[config.mk]
export PLATFORM = sky130hd
export DESIGN_NAME = set_dispatch
export DESIGN_NICKNAME = d
export VERILOG_FILES = /design/src/rtl/set_pkg.sv /design/src/rtl/set_req_fifo.sv /design/src/rtl/set_dispatch.sv
export SDC_FILE = /design/constraint.sdc
export NUM_CORES = 1
export LEC_CHECK = 0
export ABC_AREA = 1
export CORE_MARGIN = 1.5
export CORE_UTILIZATION = 51
export DETAILED_ROUTE_END_ITERATION = 12
export PLACE_DENSITY = 0.74
export RECOVER_POWER = 100
export SETUP_SLACK_MARGIN = 0.05
export SLEW_MARGIN = 10
export SYNTH_ARGS = -nofsm -noshare
export SYNTH_HDL_FRONTEND = slang
export SYNTH_SLANG_ARGS = --single-unit
export TNS_END_PERCENT = 20
[constraint.sdc]
create_clock -name clk -period 4.4 [get_ports clk]
set_clock_uncertainty 0.2 [all_clocks]
set_input_delay 0.44 -clock clk [delete_from_list [all_inputs] [get_ports clk]]
set_output_delay 0.44 -clock clk [all_outputs]
set_load 0.05 [all_outputs]
[src/rtl/set_pkg.sv]
// Shared constants and types for the set_dispatch request dispatcher.
package set_pkg;

  localparam int CENTRAL_W = 24;
  localparam int RADIUS_W  = 12;
  localparam int CAND_W    = 8;

  localparam logic [1:0] MODE_A   = 2'b00;
  localparam logic [1:0] MODE_AND = 2'b01;
  localparam logic [1:0] MODE_XOR = 2'b10;
  localparam logic [1:0] MODE_RSV = 2'b11;

  typedef enum logic [2:0] {
    S_IDLE      = 3'd0,
    S_ISSUE     = 3'd1,
    S_WAIT_BUSY = 3'd2,
    S_WAIT_DONE = 3'd3,
    S_REJECT    = 3'd4
  } state_t;

endpackage

[src/rtl/set_req_fifo.sv]
// Request FIFO for set_dispatch; wrap-bit pointers, head visible combinationally.
module set_req_fifo #(
  parameter int DEPTH = 4,
  parameter int W     = 8
) (
  input  logic         clk,
  input  logic         rst,
  input  logic         push,
  input  logic         pop,
  input  logic [W-1:0] din,
  output logic         full,
  output logic         empty,
  output logic [W-1:0] head
);

  localparam int AW = $clog2(DEPTH);

  logic [AW:0]  wr_ptr;
  logic [AW:0]  rd_ptr;
  logic [W-1:0] mem [DEPTH];
  logic         do_push;
  logic         do_pop;

  assign full    = (wr_ptr[AW-1:0] == rd_ptr[AW-1:0]) && (wr_ptr[AW] != rd_ptr[AW]);
  assign empty   = (wr_ptr == rd_ptr);
  assign head    = mem[rd_ptr[AW-1:0]];
  // A full FIFO refuses the push even when a pop happens in the same cycle.
  assign do_push = push && !full;
  assign do_pop  = pop && !empty;

  always_ff @(posedge clk or posedge rst) begin
    if (rst) begin
      wr_ptr <= '0;
      rd_ptr <= '0;
    end else begin
      if (do_push) wr_ptr <= wr_ptr + (AW+1)'(1);
      if (do_pop)  rd_ptr <= rd_ptr + (AW+1)'(1);
    end
  end

  always_ff @(posedge clk) begin
    if (do_push) mem[wr_ptr[AW-1:0]] <= din;
  end

endmodule

[src/rtl/set_dispatch.sv]
// Buffers count requests, issues them one at a time to the set counter, returns tagged results.
// Optional watchdog on the counter wait states: define SET_DISPATCH_TIMEOUT_EN.
module set_dispatch
  import set_pkg::*;
#(
  parameter int DEPTH   = 4,
  parameter int TAG_W   = 4,
  parameter int TIMEOUT = 16
) (
  input  logic                 clk,
  input  logic                 rst,
  input  logic                 req_valid,
  output logic                 req_ready,
  input  logic [CENTRAL_W-1:0] req_central,
  input  logic [RADIUS_W-1:0]  req_radius,
  input  logic [1:0]           req_mode,
  input  logic [TAG_W-1:0]     req_tag,
  output logic                 set_en,
  output logic [CENTRAL_W-1:0] set_central,
  output logic [RADIUS_W-1:0]  set_radius,
  output logic [1:0]           set_mode,
  input  logic                 set_busy,
  input  logic [CAND_W-1:0]    set_candidate,
  output logic                 res_valid,
  input  logic                 res_ready,
  output logic [CAND_W-1:0]    res_candidate,
  output logic [TAG_W-1:0]     res_tag,
  output logic                 res_err,
  output state_t               fsm_state
);

  // Handshakes: a transfer happens on a rising edge where valid and ready are both 1;
  // valid never depends on ready, and offered data stays stable until transferred.

  localparam int ENT_W = TAG_W + 2 + RADIUS_W + CENTRAL_W;

  state_t               state;
  state_t               next_state;
  logic                 full;
  logic                 empty;
  logic [ENT_W-1:0]     head;
  logic [CENTRAL_W-1:0] head_central;
  logic [RADIUS_W-1:0]  head_radius;
  logic [1:0]           head_mode;
  logic [TAG_W-1:0]     head_tag;
  logic                 fifo_pop;
  logic                 load_issue;
  logic                 load_tag;
  logic                 done_ok;
  logic                 done_err;
  logic                 timeout_hit;

  assign req_ready = !full;
  assign fsm_state = state;

  set_req_fifo #(.DEPTH(DEPTH), .W(ENT_W)) u_fifo (
    .clk   (clk),
    .rst   (rst),
    .push  (req_valid),
    .pop   (fifo_pop),
    .din   ({req_tag, req_mode, req_radius, req_central}),
    .full  (full),
    .empty (empty),
    .head  (head)
  );

  assign head_central = head[CENTRAL_W-1:0];
  assign head_radius  = head[CENTRAL_W +: RADIUS_W];
  assign head_mode    = head[CENTRAL_W+RADIUS_W +: 2];
  assign head_tag     = head[ENT_W-1 -: TAG_W];

`ifdef SET_DISPATCH_TIMEOUT_EN
  localparam int CNT_W = $clog2(TIMEOUT + 1);
  logic [CNT_W-1:0] wd_cnt;
  logic             waiting;

  assign waiting     = (state == S_WAIT_BUSY) || (state == S_WAIT_DONE);
  assign timeout_hit = waiting && (wd_cnt >= CNT_W'(TIMEOUT - 1));

  // Counts cycles spent waiting on the counter; saturates once the limit is reached.
  always_ff @(posedge clk or posedge rst) begin
    if (rst) begin
      wd_cnt <= '0;
    end else if (!waiting) begin
      wd_cnt <= '0;
    end else if (!timeout_hit) begin
      wd_cnt <= wd_cnt + CNT_W'(1);
    end
  end
`else
  assign timeout_hit = 1'b0;
`endif

  always_ff @(posedge clk or posedge rst) begin
    if (rst) state <= S_IDLE;
    else     state <= next_state;
  end

  always_comb begin
    next_state = state;
    unique case (state)
      S_IDLE: begin
        if (!empty && !res_valid)
          next_state = (head_mode == MODE_RSV) ? S_REJECT : S_ISSUE;
      end
      S_ISSUE:     next_state = S_WAIT_BUSY;
      S_WAIT_BUSY: begin
        if (set_busy)         next_state = S_WAIT_DONE;
        else if (timeout_hit) next_state = S_IDLE;
      end
      S_WAIT_DONE: begin
        if (!set_busy || timeout_hit) next_state = S_IDLE;
      end
      S_REJECT:    next_state = S_IDLE;
      default:     next_state = S_IDLE;
    endcase
  end

  always_comb begin
    set_en     = 1'b0;
    fifo_pop   = 1'b0;
    load_issue = 1'b0;
    load_tag   = 1'b0;
    done_ok    = 1'b0;
    done_err   = 1'b0;
    unique case (state)
      S_IDLE: begin
        load_tag   = !empty && !res_valid;
        load_issue = !empty && !res_valid && (head_mode != MODE_RSV);
      end
      S_ISSUE: begin
        set_en   = 1'b1;
        fifo_pop = 1'b1;
      end
      S_WAIT_BUSY: done_err = !set_busy && timeout_hit;
      S_WAIT_DONE: begin
        done_ok  = !set_busy;
        done_err = set_busy && timeout_hit;
      end
      S_REJECT: begin
        fifo_pop = 1'b1;
        done_err = 1'b1;
      end
      default: ;
    endcase
  end

  // Counter-facing fields only change when leaving IDLE, so they stay put for a whole operation.
  always_ff @(posedge clk or posedge rst) begin
    if (rst) begin
      set_central <= '0;
      set_radius  <= '0;
      set_mode    <= '0;
      res_tag     <= '0;
    end else begin
      if (load_issue) begin
        set_central <= head_central;
        set_radius  <= head_radius;
        set_mode    <= head_mode;
      end
      if (load_tag) res_tag <= head_tag;
    end
  end

  always_ff @(posedge clk or posedge rst) begin
    if (rst) begin
      res_valid     <= 1'b0;
      res_candidate <= '0;
      res_err       <= 1'b0;
    end else if (done_ok) begin
      res_valid     <= 1'b1;
      res_candidate <= set_candidate;
      res_err       <= 1'b0;
    end else if (done_err) begin
      res_valid     <= 1'b1;
      res_candidate <= '0;
      res_err       <= 1'b1;
    end else if (res_valid && res_ready) begin
      res_valid     <= 1'b0;
    end
  end

endmodule

======== Word-level counts from Yosys, hierarchy flattened ========
Memory sizes are Yosys's and may differ from the RTL's.
Index checks and enable logic that the tools add are counted.
cells by class
  add/sub/neg operators ................... 2
  equal/unequal tests ..................... 12
  muxes and demuxes ....................... 20
  reductions and logical operators ........ 15
operators with widths
  operator               number
  $mux W8                2
  $mux W1                13
  $mux W3                4
  $pmux W3 S4            1
  $ne A2 B2 Y1 const B   4
  $add A3 B1 Y3 const B  2
  $eq A3 B2 Y1 const B   2
  $logic_and A1 B1 Y1    6
  $logic_not A1 Y1       4
  $eq A3 B1 Y1 const B   1
  $eq A3 B3 Y1           1
  $eq A3 B3 Y1 const B   1
  $logic_not A3 Y1       1
  $reduce_and A3 Y1      1
  $reduce_bool A3 Y1     1
  $eq A2 B2 Y1           1
  $eq A2 B2 Y1 const B   1
  $reduce_bool A2 Y1     1
  $reduce_or A2 Y1       1
  $ne A1 B1 Y1           1
word-level totals
  bits in registers ....................... 61
  memory bits (writable) .................. 168
  bits of input ports ..................... 55
  logic and storage cells ................. 60
  memories kept ........................... 1
memory list
  memory      words  bits a word  read ports  clocked after memory_dff  wr ports  line                text
  u_fifo.mem  4      42           1           0                         1         set_req_fifo.sv:20  logic [W-1:0] mem [DEPTH];

======== Depth between registers and ports, before layout ========
  depth after elaboration ................. 6
  depth in mapped cells ................... 12

======== Hierarchy ========
From an unflattened synthesis, not the netlist that was laid out.
unflattened totals
  cell total of the unflattened synthesis .. 729
  area, all modules ....................... 9001.1 sq um
by module, submodules not included
  module        times used  cells each  area an instance (sq um)  sequential area each (sq um)
  set_req_fifo  1           469         6707.7                    5195.0
  set_dispatch  1           260         2293.4                    1376.3

======== Least setup slack after synthesis ========
No wires, ideal clock.
  kind .................................... register to register
  from .................................... register u_fifo.rd_ptr[1]
  to ...................................... memory u_fifo.mem[3][0] (netlist name) (enable)
  library setup time ...................... 443 ps
  arrival ................................. 3244 ps
  data required time ...................... 3757 ps
  path slack .............................. 513 ps
  cell stages (with the launch flop) ...... 8
  buffers on the path ..................... 1
  cell sequence ........................... dfrtp_1 -> buf_4 -> inv_2 -> nand2_1 -> nand2_1 -> nand4_1 -> nand2_1 -> nor2_1
on the way
  longest elaborated chain between the ends .. 6
RTL lines
  element                        line                text
  start, declared                set_req_fifo.sv:19  logic [AW:0] rd_ptr;
  start signal, assigned         set_req_fifo.sv:37  if (do_pop) rd_ptr <= rd_ptr + (AW+1)'(1);
  $eq A2 B2 Y1                   set_req_fifo.sv:24  assign full = (wr_ptr[AW-1:0] == rd_ptr[AW-1:0]) && (wr_ptr[AW] != rd_ptr[AW]);
  $logic_and A1 B1 Y1            set_req_fifo.sv:24
  $logic_not A1 Y1               -
  net req_ready                  set_dispatch.sv:13  output logic req_ready,
  $logic_and A1 B1 Y1            set_req_fifo.sv:28  assign do_push = push && !full;
  $mux W1                        set_req_fifo.sv:42  if (do_push) mem[wr_ptr[AW-1:0]] <= din;
  $mux W1 (not written as such)  set_req_fifo.sv:42
  end, declared                  set_req_fifo.sv:20
The timed path passes the listed nets, and every way through them passes these cells.

======== Final worst setup path ========
  from .................................... register u_fifo.rd_ptr[0]
  to ...................................... register set_mode[1]
on the way
  longest elaborated chain between the ends .. 5
  elaborated cells between the ends (all ways) .. 7
RTL lines
  element                                                 line                 text
  branches (longest 5 deep; another with $mem_v2 Z4 W42)  -
  end signal, assigned                                    set_dispatch.sv:159  set_mode <= head_mode;
  end, declared                                           set_dispatch.sv:21   output logic [1:0] set_mode,
Parallel ways; which one is timed is not known.
A chain may end at the register's enable or synchronous reset.

==> reports/summary.txt <==
TIMING
----------------------------------------------------------------------------
Relative max-transition margin                                        -0.271
Number of hold violations in the final report                              0
Highest attainable clock frequency                                   287 MHz
Minimum period implied by the final worst setup slack                3490 ps
Unrepaired setup endpoints after global routing                        false
Final critical-path share of the clock period                          0.793
Sum of negative setup slack                                             0 ps
Worst-Margin Slew                                                    1910 ps
# setup viols final                                                        0
Final max-slew violation count                                           121

POWER
----------------------------------------------------------------------------
Power density cells                                               790 nW/um2
Clock network fraction of total power                                  0.226
Switching pwr                                                        3500 uW
Net Sw Frac                                                            0.408
Internal                                                             5070 uW
Lkg Pwr                                                           0.00428 uW
IR Drop Worst-Case VDD                                                501 uV
Gate power share                                                       0.401
Sequential group share of total power                                  0.372

FINAL LAYOUT
----------------------------------------------------------------------------
Area delta synth->final                                                23.4%
Fraction of layout instances using a drive strength above 1           0.0617
Post-layout instance count excluding filler cells                       1063
Multi-input logic area                                              1970 um2
Seq. cell area                                                      6570 um2
Final antenna diode count                                                  0
Fillers                                                                 1244
Utilization after layout                                               0.650
Top library cells by usage in the layout, fill and taps aside   184 x sky130_fd_sc_hd__nand2_1, 168 x sky130_fd_sc_hd__edfxtp_1, 100 x sky130_fd_sc_hd__dlygate4sd3_1
Most common cell after layout, fill and taps aside              sky130_fd_sc_hd__nand2_1
Nets                                                                     887

CLOCK NETWORK
----------------------------------------------------------------------------
CTS root buf                                                    sky130_fd_sc_hd__clkbuf_16
Post-CTS setup repair buffer count                                         0
CTS Buffer Depth                                                           3
TritonCTS clock tree                                                    done
Insertion delay to the later sink of the worst-skew pair              500 ps
CTS Sinks                                                                229
Hold-fix buffers at CTS                                                    0
Number of H-tree branching levels                                          1
Total clock buffers created by CTS                                        23
Reg clk slew, reported paths                                           60 ps
Number of cells upsized or downsized after cts                             0

ROUTING
----------------------------------------------------------------------------
Via density per instance                                                5.45
Average wire per standard cell                                       17.6 um
Via count of the routed design                                          5795
DRC violation total after the first TritonRoute iteration                466
Final WL                                                            18700 um
Antenna-violating nets left                                                0
Router iterations before antenna repair                                    5
Detailed-route DRC error count                                             0

GRT
----------------------------------------------------------------------------
GRT Resource Usage Total                                               0.207
Number of global-route vias before repair                               5657
Initial antenna violation count                                            1
Wire length of the first global-routing pass                        29200 um
Residual overflow from global routing                                      0
Pin count of the biggest net entering global routing                      86

WORST SETUP PATH
----------------------------------------------------------------------------
Worst Reg-to-Reg Cells                                                    10
CP Capture Type                                                     register
Setup crit start kind                                               register
Worst path required time                                             4630 ps
Worst Path Class, Setup                                              reg2reg
Maximum fanout along the worst path                                       85
Critical path arrival                                                3720 ps

FLOORPLAN
----------------------------------------------------------------------------
Total I/O pin count                                                      112
Die boundary width                                                    134 um
Std-Cell Core Area                                                 16700 um2
FP Rows                                                                   47
Area of the die                                                    18000 um2
Effective utilization at floorplan                                     0.527
Die boundary height                                                   134 um

SYNTHESIS
----------------------------------------------------------------------------
Mapped Nets                                                              777
Average cell area after synthesis                                   12.3 um2
Combined area of all synthesized cells                              8800 um2
Distinct cells, synth                                                     24
Number of warnings printed during yosys synthesis                          0
Sequential share of the synthesized area                               0.747
Number of standard cells after synthesis                                 717
Yosys reg bits                                                           229

PLACEMENT
----------------------------------------------------------------------------
Half-perimeter wire length after detailed placement                 11000 um
Placed Cells                                                            1022
Gp weighted congestion                                                 0.798
PortBufs                                                                 111

OUTCOME
----------------------------------------------------------------------------
Violations in the final reports                                 capacitance limit, slew limit
Run status                                                      finished with violations

MIN PATH
----------------------------------------------------------------------------
Worst hold stages                                                          2
Tightest Hold Check Type                                             reg2reg

JOB
----------------------------------------------------------------------------
Max-cap check violation count                                              2

## state kept, by name, indices dropped and copies added, names as in the netlist
name / count
u_fifo.mem: 168
fsm_state: 3
set_radius: 12
res_tag: 4
set_mode: 2
res_err: 1
res_candidate: 8
res_valid: 1
set_central: 24
u_fifo.rd_ptr: 3
u_fifo.wr_ptr: 3
## power by group through the flow
stage,sequential (uW),clock (uW),combinational (uW)
5_1_grt,3240,2060,3740
4_1_cts,3200,1960,3580
3_5_place_dp,3240,0,3540
6_report,3190,1940,3440
2_1_floorplan,4000,0,1700
3_3_place_gp,3210,0,3440
## area by class of cell
| cell class | instances | share of cell area |
|---|---|---|
| Timing Repair Buffer | 120 | 0.111 |
| Clock buffer | 28 | 0.0566 |
| Sequential cell | 229 | 0.606 |
| Clock inverter | 13 | 0.0130 |
| Inverter | 21 | 0.00726 |
| Multi-Input combinational cell | 432 | 0.181 |
| Tap cell | 220 | 0.0254 |
## path summary, 6_finish.rpt
kind	from	endpoint	slack (ps)
worst max-delay path	u_fifo.rd_ptr[0]	set_mode[1]	910
worst min register to register	res_err	res_err	270
worst min-delay path	res_err	res_err	270
worst max register to register	u_fifo.rd_ptr[0]	set_mode[1]	910
max in group asynchronous	rst	set_central[20]	1120
min in group asynchronous	rst	set_radius[10]	510
## cell families after synthesis
kind of cell             after synthesis  synth area share
adder cells (fa/ha/maj)                5           0.00711
flip-flops                           229             0.747
buffers and inverters                 56            0.0306
AO/OA/AOI/OAI                        125            0.0768
XOR/XNOR                               3           0.00299
AND/OR/NAND/NOR                      299             0.135
## critical path, cell delays in order (launching register included)
cell	delay (ps)
sky130_fd_sc_hd__dfrtp_2	410
sky130_fd_sc_hd__inv_1	80
sky130_fd_sc_hd__clkbuf_2	1180
sky130_fd_sc_hd__nand2_1	190
sky130_fd_sc_hd__nand2_1	130
sky130_fd_sc_hd__nand2_1	60
sky130_fd_sc_hd__nand2_1	120
sky130_fd_sc_hd__nand2_1	120
sky130_fd_sc_hd__nand3_2	630
sky130_fd_sc_hd__nand2_1	160
sky130_fd_sc_hd__nand2_1	120
## Yosys cell counts
cell type / number / area [um2]
sky130_fd_sc_hd__o21ai_0: 82 / 410
sky130_fd_sc_hd__nand2_1: 183 / 687
sky130_fd_sc_hd__nor2_1: 89 / 334
sky130_fd_sc_hd__xor2_1: 3 / 26.3
sky130_fd_sc_hd__nor3_2: 1 / 10.0
sky130_fd_sc_hd__nand2_2: 1 / 6.26
sky130_fd_sc_hd__nand4_1: 1 / 6.26
sky130_fd_sc_hd__dfrtp_1: 61 / 1530
sky130_fd_sc_hd__nor2_2: 1 / 6.26
sky130_fd_sc_hd__nand3_2: 3 / 30.0
sky130_fd_sc_hd__buf_2: 2 / 10.0
sky130_fd_sc_hd__buf_4: 3 / 22.5
sky130_fd_sc_hd__nand3_1: 18 / 90.1
sky130_fd_sc_hd__buf_6: 6 / 67.6
sky130_fd_sc_hd__nor3_4: 1 / 16.3
sky130_fd_sc_hd__clkinv_1: 1 / 3.75
sky130_fd_sc_hd__clkbuf_1: 24 / 90.1
sky130_fd_sc_hd__nor3_1: 1 / 5.00
sky130_fd_sc_hd__inv_1: 15 / 56.3
sky130_fd_sc_hd__o22ai_1: 40 / 250
sky130_fd_sc_hd__inv_2: 5 / 18.8
sky130_fd_sc_hd__ha_1: 5 / 62.6
sky130_fd_sc_hd__a21oi_1: 3 / 15.0
sky130_fd_sc_hd__edfxtp_1: 168 / 5040
## metal layers
metal / global-route usage / part of all wire / vias up
met2: 0.344 / 0.48 / 231
met3: 0.0382 / 0.066 / 34
met5: 0 / 0.00064 / -
met4: 0.0627 / 0.017 / 2
met1: 0.281 / 0.43 / 2812
li1: - / - / 2716
## through the flow
stage	power [uW]	hold slack [ps]	worst slack (ps)	area [um2]
after floorplan	5700	290	513	8800
after global placement	6650	255	1490	10100
after detailed placement	6780	262	1430	10100
after CTS	8740	174	1090	10900
after global routing	9040	290	471	10900
final	8570	268	911	10900
Power figures use the tool's default switching activity.
